--- config.mk ---
export PLATFORM = sky130hd
export DESIGN_NAME = load_store_unit
export DESIGN_NICKNAME = d
export VERILOG_FILES = /design/src/rtl/lsu_pkg.sv /design/src/rtl/lsu_load_fmt.sv /design/src/rtl/load_store_unit.sv
export SDC_FILE = /design/constraint.sdc
export NUM_CORES = 1
export LEC_CHECK = 0
export CAP_MARGIN = 20
export CORE_MARGIN = 5
export CORE_UTILIZATION = 35
export DETAILED_ROUTE_END_ITERATION = 7
export GPL_ROUTABILITY_DRIVEN = 0
export GPL_TIMING_DRIVEN = 0
export PLACE_DENSITY = 0.59
export SKIP_CTS_REPAIR_TIMING = 1
export SYNTH_ARGS = -nofsm -noshare
export SYNTH_HDL_FRONTEND = slang
export SYNTH_SLANG_ARGS = --single-unit
--- constraint.sdc ---
create_clock -name clk -period 2.6 [get_ports clk]
set_input_delay 0.39 -clock clk [delete_from_list [all_inputs] [get_ports clk]]
set_output_delay 0.39 -clock clk [all_outputs]
set_load 0.03 [all_outputs]
--- src/rtl/lsu_pkg.sv ---
// Shared definitions for the load/store unit: Funct3 encodings, FSM states
// and the byte-lane helpers used by the top level.
package lsu_pkg;

  localparam logic [2:0] F3_B  = 3'b000;
  localparam logic [2:0] F3_H  = 3'b001;
  localparam logic [2:0] F3_W  = 3'b010;
  localparam logic [2:0] F3_BU = 3'b100;
  localparam logic [2:0] F3_HU = 3'b101;

  typedef enum logic [1:0] {IDLE, LD_HI, LD_LAST, ST_HI} lsu_state_t;

  function automatic logic load_legal(input logic [2:0] f3);
    return (f3 == F3_B) || (f3 == F3_H) || (f3 == F3_W) ||
           (f3 == F3_BU) || (f3 == F3_HU);
  endfunction

  function automatic logic store_legal(input logic [2:0] f3);
    return (f3 == F3_B) || (f3 == F3_H) || (f3 == F3_W);
  endfunction

  // Lanes touched across two consecutive words: [3:0] first word, [7:4] spill.
  function automatic logic [7:0] lane_mask(input logic [1:0] sz, input logic [1:0] o);
    logic [7:0] base;
    case (sz)
      2'b00:   base = 8'h01;
      2'b01:   base = 8'h03;
      default: base = 8'h0F;
    endcase
    return base << o;
  endfunction

endpackage

--- src/rtl/lsu_load_fmt.sv ---
// Load formatter: aligns the byte lanes of a (possibly two-word) read and
// applies sign or zero extension according to Funct3.
module lsu_load_fmt
  import lsu_pkg::*;
(
  input  logic [31:0] lo,
  input  logic [31:0] hi,
  input  logic [1:0]  o,
  input  logic [2:0]  funct3,
  output logic [31:0] result
);

  logic [63:0] pair;
  logic [31:0] sh;

  assign pair = {hi, lo};
  assign sh   = 32'(pair >> {o, 3'b000});

  always_comb begin
    result = sh;
    case (funct3)
      F3_B:    result = {{24{sh[7]}}, sh[7:0]};
      F3_H:    result = {{16{sh[15]}}, sh[15:0]};
      F3_BU:   result = {24'd0, sh[7:0]};
      F3_HU:   result = {16'd0, sh[15:0]};
      default: result = sh;
    endcase
  end

endmodule

--- src/rtl/load_store_unit.sv ---
// Memory-stage load/store unit: byte-lane stores, extended loads, and
// two-cycle splitting of accesses that straddle a word boundary.
//
// state   | meaning
// IDLE    | accept a request; first (or only) word access
// LD_HI   | low word captured from mem_rd; reading word w+1
// LD_LAST | formatted load result on rdata
// ST_HI   | writing the spill lanes of a split store to word w+1
module load_store_unit
  import lsu_pkg::*;
#(
  parameter int DM_ADDRESS = 9,
  parameter int DATA_W     = 32
) (
  input  logic                  clk,
  input  logic                  reset,
  input  logic                  MemRead,
  input  logic                  MemWrite,
  input  logic [2:0]            Funct3,
  input  logic [DM_ADDRESS-1:0] addr,
  input  logic [DATA_W-1:0]     wdata,
  output logic                  stall,
  output logic [DATA_W-1:0]     rdata,
  output logic                  rdata_valid,
  output logic                  err,
  output logic [DM_ADDRESS-1:0] mem_addr,
  output logic [3:0]            mem_wr,
  output logic [DATA_W-1:0]     mem_wd,
  input  logic [DATA_W-1:0]     mem_rd
);

  localparam int WW = DM_ADDRESS - 2;

  lsu_state_t state, state_nxt;

  logic [2:0]            f3_q;
  logic [DM_ADDRESS-1:0] addr_q;
  logic [DATA_W-1:0]     wdata_q;
  logic [DATA_W-1:0]     lo_q;

  logic                  ld_ok, st_ok, accept;
  logic [7:0]            mask_in, mask_q;
  logic [DATA_W-1:0]     wsh_in;
  logic [2*DATA_W-1:0]   wsh_q;
  logic [WW-1:0]         w_inc;
  logic                  split_q;
  logic [DATA_W-1:0]     fmt_lo, fmt_hi, fmt_out;

  // A load wins when both strobes are high.
  assign ld_ok  = MemRead && load_legal(Funct3);
  assign st_ok  = !MemRead && MemWrite && store_legal(Funct3);
  assign accept = (state == IDLE) && (ld_ok || st_ok);

  assign mask_in = lane_mask(Funct3[1:0], addr[1:0]);
  assign mask_q  = lane_mask(f3_q[1:0], addr_q[1:0]);
  assign wsh_in  = wdata << {addr[1:0], 3'b000};
  assign wsh_q   = {{DATA_W{1'b0}}, wdata_q} << {addr_q[1:0], 3'b000};
  assign w_inc   = addr_q[DM_ADDRESS-1:2] + WW'(1);
  assign split_q = |mask_q[7:4];

  // Aligned loads take their only word straight from mem_rd.
  assign fmt_lo = split_q ? lo_q : mem_rd;
  assign fmt_hi = split_q ? mem_rd : '0;

  lsu_load_fmt u_fmt (
    .lo     (fmt_lo),
    .hi     (fmt_hi),
    .o      (addr_q[1:0]),
    .funct3 (f3_q),
    .result (fmt_out)
  );

  always_ff @(posedge clk) begin
    if (reset) begin
      state   <= IDLE;
      f3_q    <= '0;
      addr_q  <= '0;
      wdata_q <= '0;
      lo_q    <= '0;
    end else begin
      state <= state_nxt;
      if (accept) begin
        f3_q    <= Funct3;
        addr_q  <= addr;
        wdata_q <= wdata;
      end
      if (state == LD_HI) lo_q <= mem_rd;
    end
  end

  always_comb begin
    state_nxt   = state;
    stall       = 1'b0;
    rdata       = '0;
    rdata_valid = 1'b0;
    err         = 1'b0;
    mem_addr    = '0;
    mem_wr      = '0;
    mem_wd      = '0;
    if (!reset) begin
      case (state)
        IDLE: begin
          if (MemRead) begin
            if (ld_ok) begin
              mem_addr  = {addr[DM_ADDRESS-1:2], 2'b00};
              stall     = 1'b1;
              state_nxt = (|mask_in[7:4]) ? LD_HI : LD_LAST;
            end else begin
              err         = 1'b1;
              rdata_valid = 1'b1;
            end
          end else if (MemWrite) begin
            if (st_ok) begin
              mem_addr = {addr[DM_ADDRESS-1:2], 2'b00};
              mem_wr   = mask_in[3:0];
              mem_wd   = wsh_in;
              if (|mask_in[7:4]) begin
                stall     = 1'b1;
                state_nxt = ST_HI;
              end
            end else begin
              err = 1'b1;
            end
          end
        end
        LD_HI: begin
          mem_addr  = {w_inc, 2'b00};
          stall     = 1'b1;
          state_nxt = LD_LAST;
        end
        LD_LAST: begin
          rdata_valid = 1'b1;
          rdata       = fmt_out;
          state_nxt   = IDLE;
        end
        ST_HI: begin
          mem_addr  = {w_inc, 2'b00};
          mem_wr    = mask_q[7:4];
          mem_wd    = wsh_q[2*DATA_W-1:DATA_W];
          state_nxt = IDLE;
        end
        default: state_nxt = IDLE;
      endcase
    end
  end

endmodule

Word level (Yosys, flattened, before mapping)
Cells that the tools add are included.
- muxes and demuxes: 46
- $add $sub $neg: 1
- shifts and indexed selects: 5
- equal/unequal tests: 16
- reduce and logical (&&, ||, !) cells: 20
- operator list (kind ; number):
    $mux 32 ; 8
    $pmux 32 s4 ; 1
    $pmux 32 s2 ; 1
    $shl 32x5->64 ; 1
    $shr 64x5->32 ; 1
    $mux 9 ; 5
    $shl 32x5->32 ; 1
    $pmux 4 s2 ; 3
    $pmux 9 s2 ; 1
    $mux 4 ; 4
    $shl 8x2->8 ; 2
    $mux 1 ; 14
    $eq 3x3->1 const B ; 4
    $mux 2 ; 6
    $ne 3x3->1 const B ; 3
    $reduce_or 4->1 ; 2
    $add 7x1->7 const B ; 1
    $eq 2x1->1 const B ; 3
    $eq 3x1->1 const B ; 2
    $logic_not 2->1 ; 3
    $logic_not 3->1 ; 2
    $pmux 2 s3 ; 1
    $logic_or 1x1->1 ; 5
    $eq 2x2->1 const B ; 2
    7 further kinds ; 12
- register bits after elaboration: 78
- input port bits: 80
- output and inout bits: 80

Depth between registers and ports, before layout
- word-level depth: 10
- gate-level depth with buffers: 8
- gate-level depth less buffers: 7

Modules after synthesis
Synthesis repeated with hierarchy kept, for this count alone.
- cells, all modules: 700
- area total of the unflattened synthesis: 6055.8 µm²
- modules (own cells, without submodules) (module ; area an instance (µm²) ; seq. area each (µm²) ; cells each ; times used):
    load_store_unit ; 4936.0 ; 1401.3 ; 599 ; 1
    lsu_load_fmt ; 1119.8 ; 0.0 ; 101 ; 1

Worst setup path after synthesis
No wires, ideal clock.
- path type: register -> output
- start: register state[0]
- end: output mem_wd[24]
- required time: 2.210 ns
- buffers on the path: 2
- cell stages (with the launch flop): 8
- setup slack: -0.058 ns
- data arrival time: 2.268 ns
- cell sequence: dfxtp_1 > inv_1 > ha_1 > or2_2 > clkbuf_1 > nand2b_1 > clkbuf_1 > a211oi_1
- longest elaborated chain between the ends: 3
- RTL lines (what ; line ; text):
    start, declared ; load_store_unit.sv:34 ; lsu_state_t state, state_nxt;
    start signal, assigned ; load_store_unit.sv:81 ; state <= state_nxt;
    $eq 2x2->1 or $logic_not 2->1 (tied branches) ; load_store_unit.sv:101 ; case (state)
    $pmux 32 s2 (*) ; load_store_unit.sv:101 ;
    $mux 32 (*) ; load_store_unit.sv:100 ; if (!reset) begin
    end, declared ; load_store_unit.sv:28 ; output logic [DATA_W-1:0] mem_wd,
Mark *: on every way between the ends. The rest lies on a longest branch, timed or not.

Final worst setup path
- start: register f3_q[1]
- end: output rdata[16]
- longest elaborated chain between the ends: 9
- RTL lines (what ; line ; text):
    start, declared ; load_store_unit.sv:36 ; logic [2:0] f3_q;
    start signal, assigned ; load_store_unit.sv:83 ; f3_q <= Funct3;
    $eq 2x1->1 or $logic_not 2->1 (tied branches) ; lsu_pkg.sv:25 ; case (sz)
    $pmux 4 s2 ; lsu_pkg.sv:25 ;
    $shl 8x2->8 ; lsu_pkg.sv:30 ; return base << o;
    $reduce_or 4->1 ; load_store_unit.sv:59 ; assign split_q = |mask_q[7:4];
    $mux 32, on equally long branches ; load_store_unit.sv:62, load_store_unit.sv:63 ;
    $shr 64x5->32 ; lsu_load_fmt.sv:17 ; assign sh = 32'(pair >> {o, 3'b000});
    $pmux 32 s4 (*) ; lsu_load_fmt.sv:21 ; case (funct3)
    $mux 32 (*) ; load_store_unit.sv:101 ;
    $mux 32 (*) ; load_store_unit.sv:100 ;
    end, declared ; load_store_unit.sv:23 ; output logic [DATA_W-1:0] rdata,
Marked as above.

==> results.py <==
metrics = {
    "outcome": {
        "outcome": "complete, but fails checks",
        "failed_checks": "negative setup slack",
    },
    "routing": {
        "wire_per_inst_microns": 20.2,
        "drt-initial-drc-count": 487,
        "first_pass_iters": 5,
        "routed_wl_microns": 22600,
        "route.detailed.drc": 0,
        "vias": 6236,
        "ant_nets": 0,
        "viasPerCell": 5.58,
    },
    "global_routing": {
        "use_met1_pct": 31.4,
        "globalRoute.totalOverflow": 0,
        "grt_pass1_vias": 6018,
        "grt_pass1_wl_microns": 33900,
        "grt_max_degree": 13,
        "grt.busiest_layer": "met2",
        "grt_util_met2_pct": 38.7,
        "grtUsageTotal_pct": 23.9,
        "grtUsageMet3_pct": 5.55,
        "antenna_found_initial": 0,
    },
    "cells_and_area": {
        "nets": 1011,
        "seqCellArea_sq_um": 1250,
        "utilization_pct": 51.5,
        "design_area_sq_um": 7800,
        "fillers": 1518,
        "antenna_cells": 0,
        "drive_above_1_share_pct": 23.9,
        "stdcell_count": 1118,
        "multiInputGateArea_sq_um": 3920,
        "synthToLayoutAreaGrowth_pct": 44.8,
    },
    "timing": {
        "period_share_pct": 117,
        "worst_pin_slew_ps": 812,
        "rsz0062_at_grt": "true",
        "maxSlewViolCount": 0,
        "setup_slack_ps": -430,
        "min_period_ps": 3030,
        "setup_viol": 24,
        "clock_skew_ps": 7.06,
        "timing.fmax_mhz": 330,
        "relSlewSlack_pct": 45.9,
        "hold_violations": 0,
    },
    "synthesis": {
        "yosysMostFrequentCell": "nand2_1",
        "syn_inst": 742,
        "synth_flop_cell": "dfxtp_1",
        "netlist_top_cells_area": "dfxtp_1, mux2i_1, nand2_1, a21oi_1, nor2_1",
        "synth_compound_area_share_pct": 26.2,
        "synth_top_family_by_area": "compound AO/OA/AOI/OAI gates",
        "synthesis.area_sq_um": 5390,
        "yosys-top-cells-count": "nand2_1, nor2_1, a21oi_1",
        "netlist.area_leader.share_pct": 23.0,
        "synth-xor-area-share_pct": 0.813,
        "async_reset_ff_share_pct": 0,
        "synth_area_leader_cell": "dfxtp_1",
        "synthAdderAreaFrac_pct": 1.39,
        "synth_seq_cells": 62,
        "ys_seq_area_share_pct": 23.0,
        "synth-simple-area-share_pct": 23.4,
        "synth.distinct_cells": 59,
        "syn_avg_cell_area_sq_um": 7.26,
        "synthMuxAreaShare_pct": 17.0,
        "synth_edf_count": 0,
        "ys_warn_count": 0,
    },
    "clocking": {
        "cts.sinks": 62,
        "ctsRootBufferMaster": "clkbuf_16",
        "clkTransAtPathRegs_ps": 60,
        "ctsLongestPathBuffers": 2,
        "clock_latency_ps": 340,
        "cts_tree": "yes",
        "h-tree-depth": 3,
        "cts_made_buffers": 9,
    },
    "power_and_ir_drop": {
        "pwr-share-seq_pct": 30.5,
        "power_per_cell_area_nw_per_um2": 450,
        "power.net_switching_mw": 1.23,
        "comb_power_share_pct": 34.7,
        "internal_power_mw": 2.27,
        "vdd_drop_max_v": 0.000368,
        "p_leak_nw": 3.36,
        "p_clk_share_pct": 34.8,
        "switching_share_pct": 35.2,
    },
    "floorplan": {
        "start_util_pct": 35.6,
        "fp.dieW_microns": 134,
        "die-height_microns": 134,
        "ios": 160,
        "dieArea_sq_um": 18000,
        "core-area_sq_um": 15100,
        "row_count": 45,
    },
    "placed_design": {
        "hpwl_microns": 17000,
        "placed_cell_area_sq_um": 7180,
        "io_buffers": 155,
        "place_inst": 1086,
    },
    "worst_hold_path": {
        "hold_path_class": "in2reg",
        "hold_depth": 3,
    },
    "critical_path": {
        "critPathKind": "reg2out",
        "crit_path_end_kind": "output pin",
        "start_kind": "flip-flop",
        "cp.depth": 7,
        "path_cells": "buf_6 > nor2_4 > mux2i_1 > mux4_2 > o41a_4 > a21oi_1 > buf_2",
        "crit_path_top_delay_cell": "o41a_4",
        "critPathTopFamily": "compound AO/OA/AOI/OAI gates",
        "cp.required_ps": 2210,
        "critPathArrivalTime_ps": 2640,
        "cp_slowest_stage_delay_ps": 580,
        "path_max_fanout": 9,
        "path_buf_inv": 2,
        "reg2reg_depth": 6,
    },
    "flow_run": {
        "drv_cap": 0,
    },
}
-- power by group through the flow --
stage | combinational (mW) | sequential [mW] | clock (mW)
after floorplan | 0.680 | 1.07 | 0
final | 1.22 | 1.07 | 1.22
after detailed placement | 1.11 | 1.09 | 0
after global placement | 1.11 | 1.09 | 0
after global routing | 1.30 | 1.08 | 1.28
after CTS | 1.12 | 1.07 | 1.23
-- state kept, by name, summed over array words and instances, names as in the netlist --
| name | cells |
|---|---|
| f3_q | 3 |
| state | 2 |
| lo_q | 24 |
| addr_q | 9 |
| wdata_q | 24 |
-- worst min-delay path, stage by stage --
cell and delay [ps]:
buf_2 150, nand2_1 70, a21oi_1 60
-- cell usage in the layout (no fill, tap or decap), types with 9 or more instances in the layout --
master / synthesis / final
clkbuf_2: 0 / 28
a22oi_1: 16 / 16
o21ai_0: 37 / 32
inv_1: 16 / 15
clkdlybuf4s50_1: 0 / 71
a21oi_1: 77 / 70
buf_2: 11 / 15
nand2_1: 131 / 130
nand2b_1: 12 / 11
clkbuf_1: 37 / 16
a21oi_4: 1 / 10
nand3_1: 9 / 9
nor2_1: 86 / 83
a211oi_1: 21 / 20
mux2i_1: 71 / 71
buf_4: 2 / 47
nor2b_1: 16 / 13
dlymetal6s2s_1: 0 / 15
clkbuf_16: 0 / 9
buf_6: 3 / 28
dfxtp_1: 62 / 58
-- routing by layer --
metal	wire (microns)	vias up	part of all wire, %
li1	-	2978	-
met1	9700	2911	43
met2	10400	300	46
met3	1840	47	8.1
met4	626	0	2.8
met5	0	-	0
-- cell type report --
cell class,count,area share [%]
clock inverter,7,0.946
tap,188,3.02
inverter,16,0.770
sequential,62,16.0
multi-input combinational,597,50.2
buffer,66,6.03
timing repair buffer,173,20.2
clock buffer,9,2.89
-- final timing paths --
kind,start,end,slack (ps)
min,Funct3[1],f3_q[1],380
max reg2reg,state[1],addr_q[1],650
max,f3_q[1],rdata[16],-430
min reg2reg,wdata_q[15],wdata_q[15],460
-- metrics by stage --
stage / setup TNS (ps) / power, mW / hold WS [ps] / setup WS (ps)
global placement: -68340 / 2.20 / 444 / -1480
finish: -7030 / 3.51 / 380 / -430
global route: -9190 / 3.66 / 400 / -485
detailed placement: -67790 / 2.20 / 448 / -1460
floorplan: -465 / 1.75 / 436 / -58.1
CTS: -76430 / 3.42 / 388 / -1590
-- logic make-up (layout without fill, tap and decap cells) --
group	after synthesis	in the layout
and+or+nand+nor	287	288
AOI/OAI and AO/OA	214	214
muxes	82	82
other	1	2
adders and majority gates	6	6
DFF	62	62
xor gates and xnor gates	5	5
buffers and inverters	85	271
Note: power is estimated with default switching activity, not from simulation.
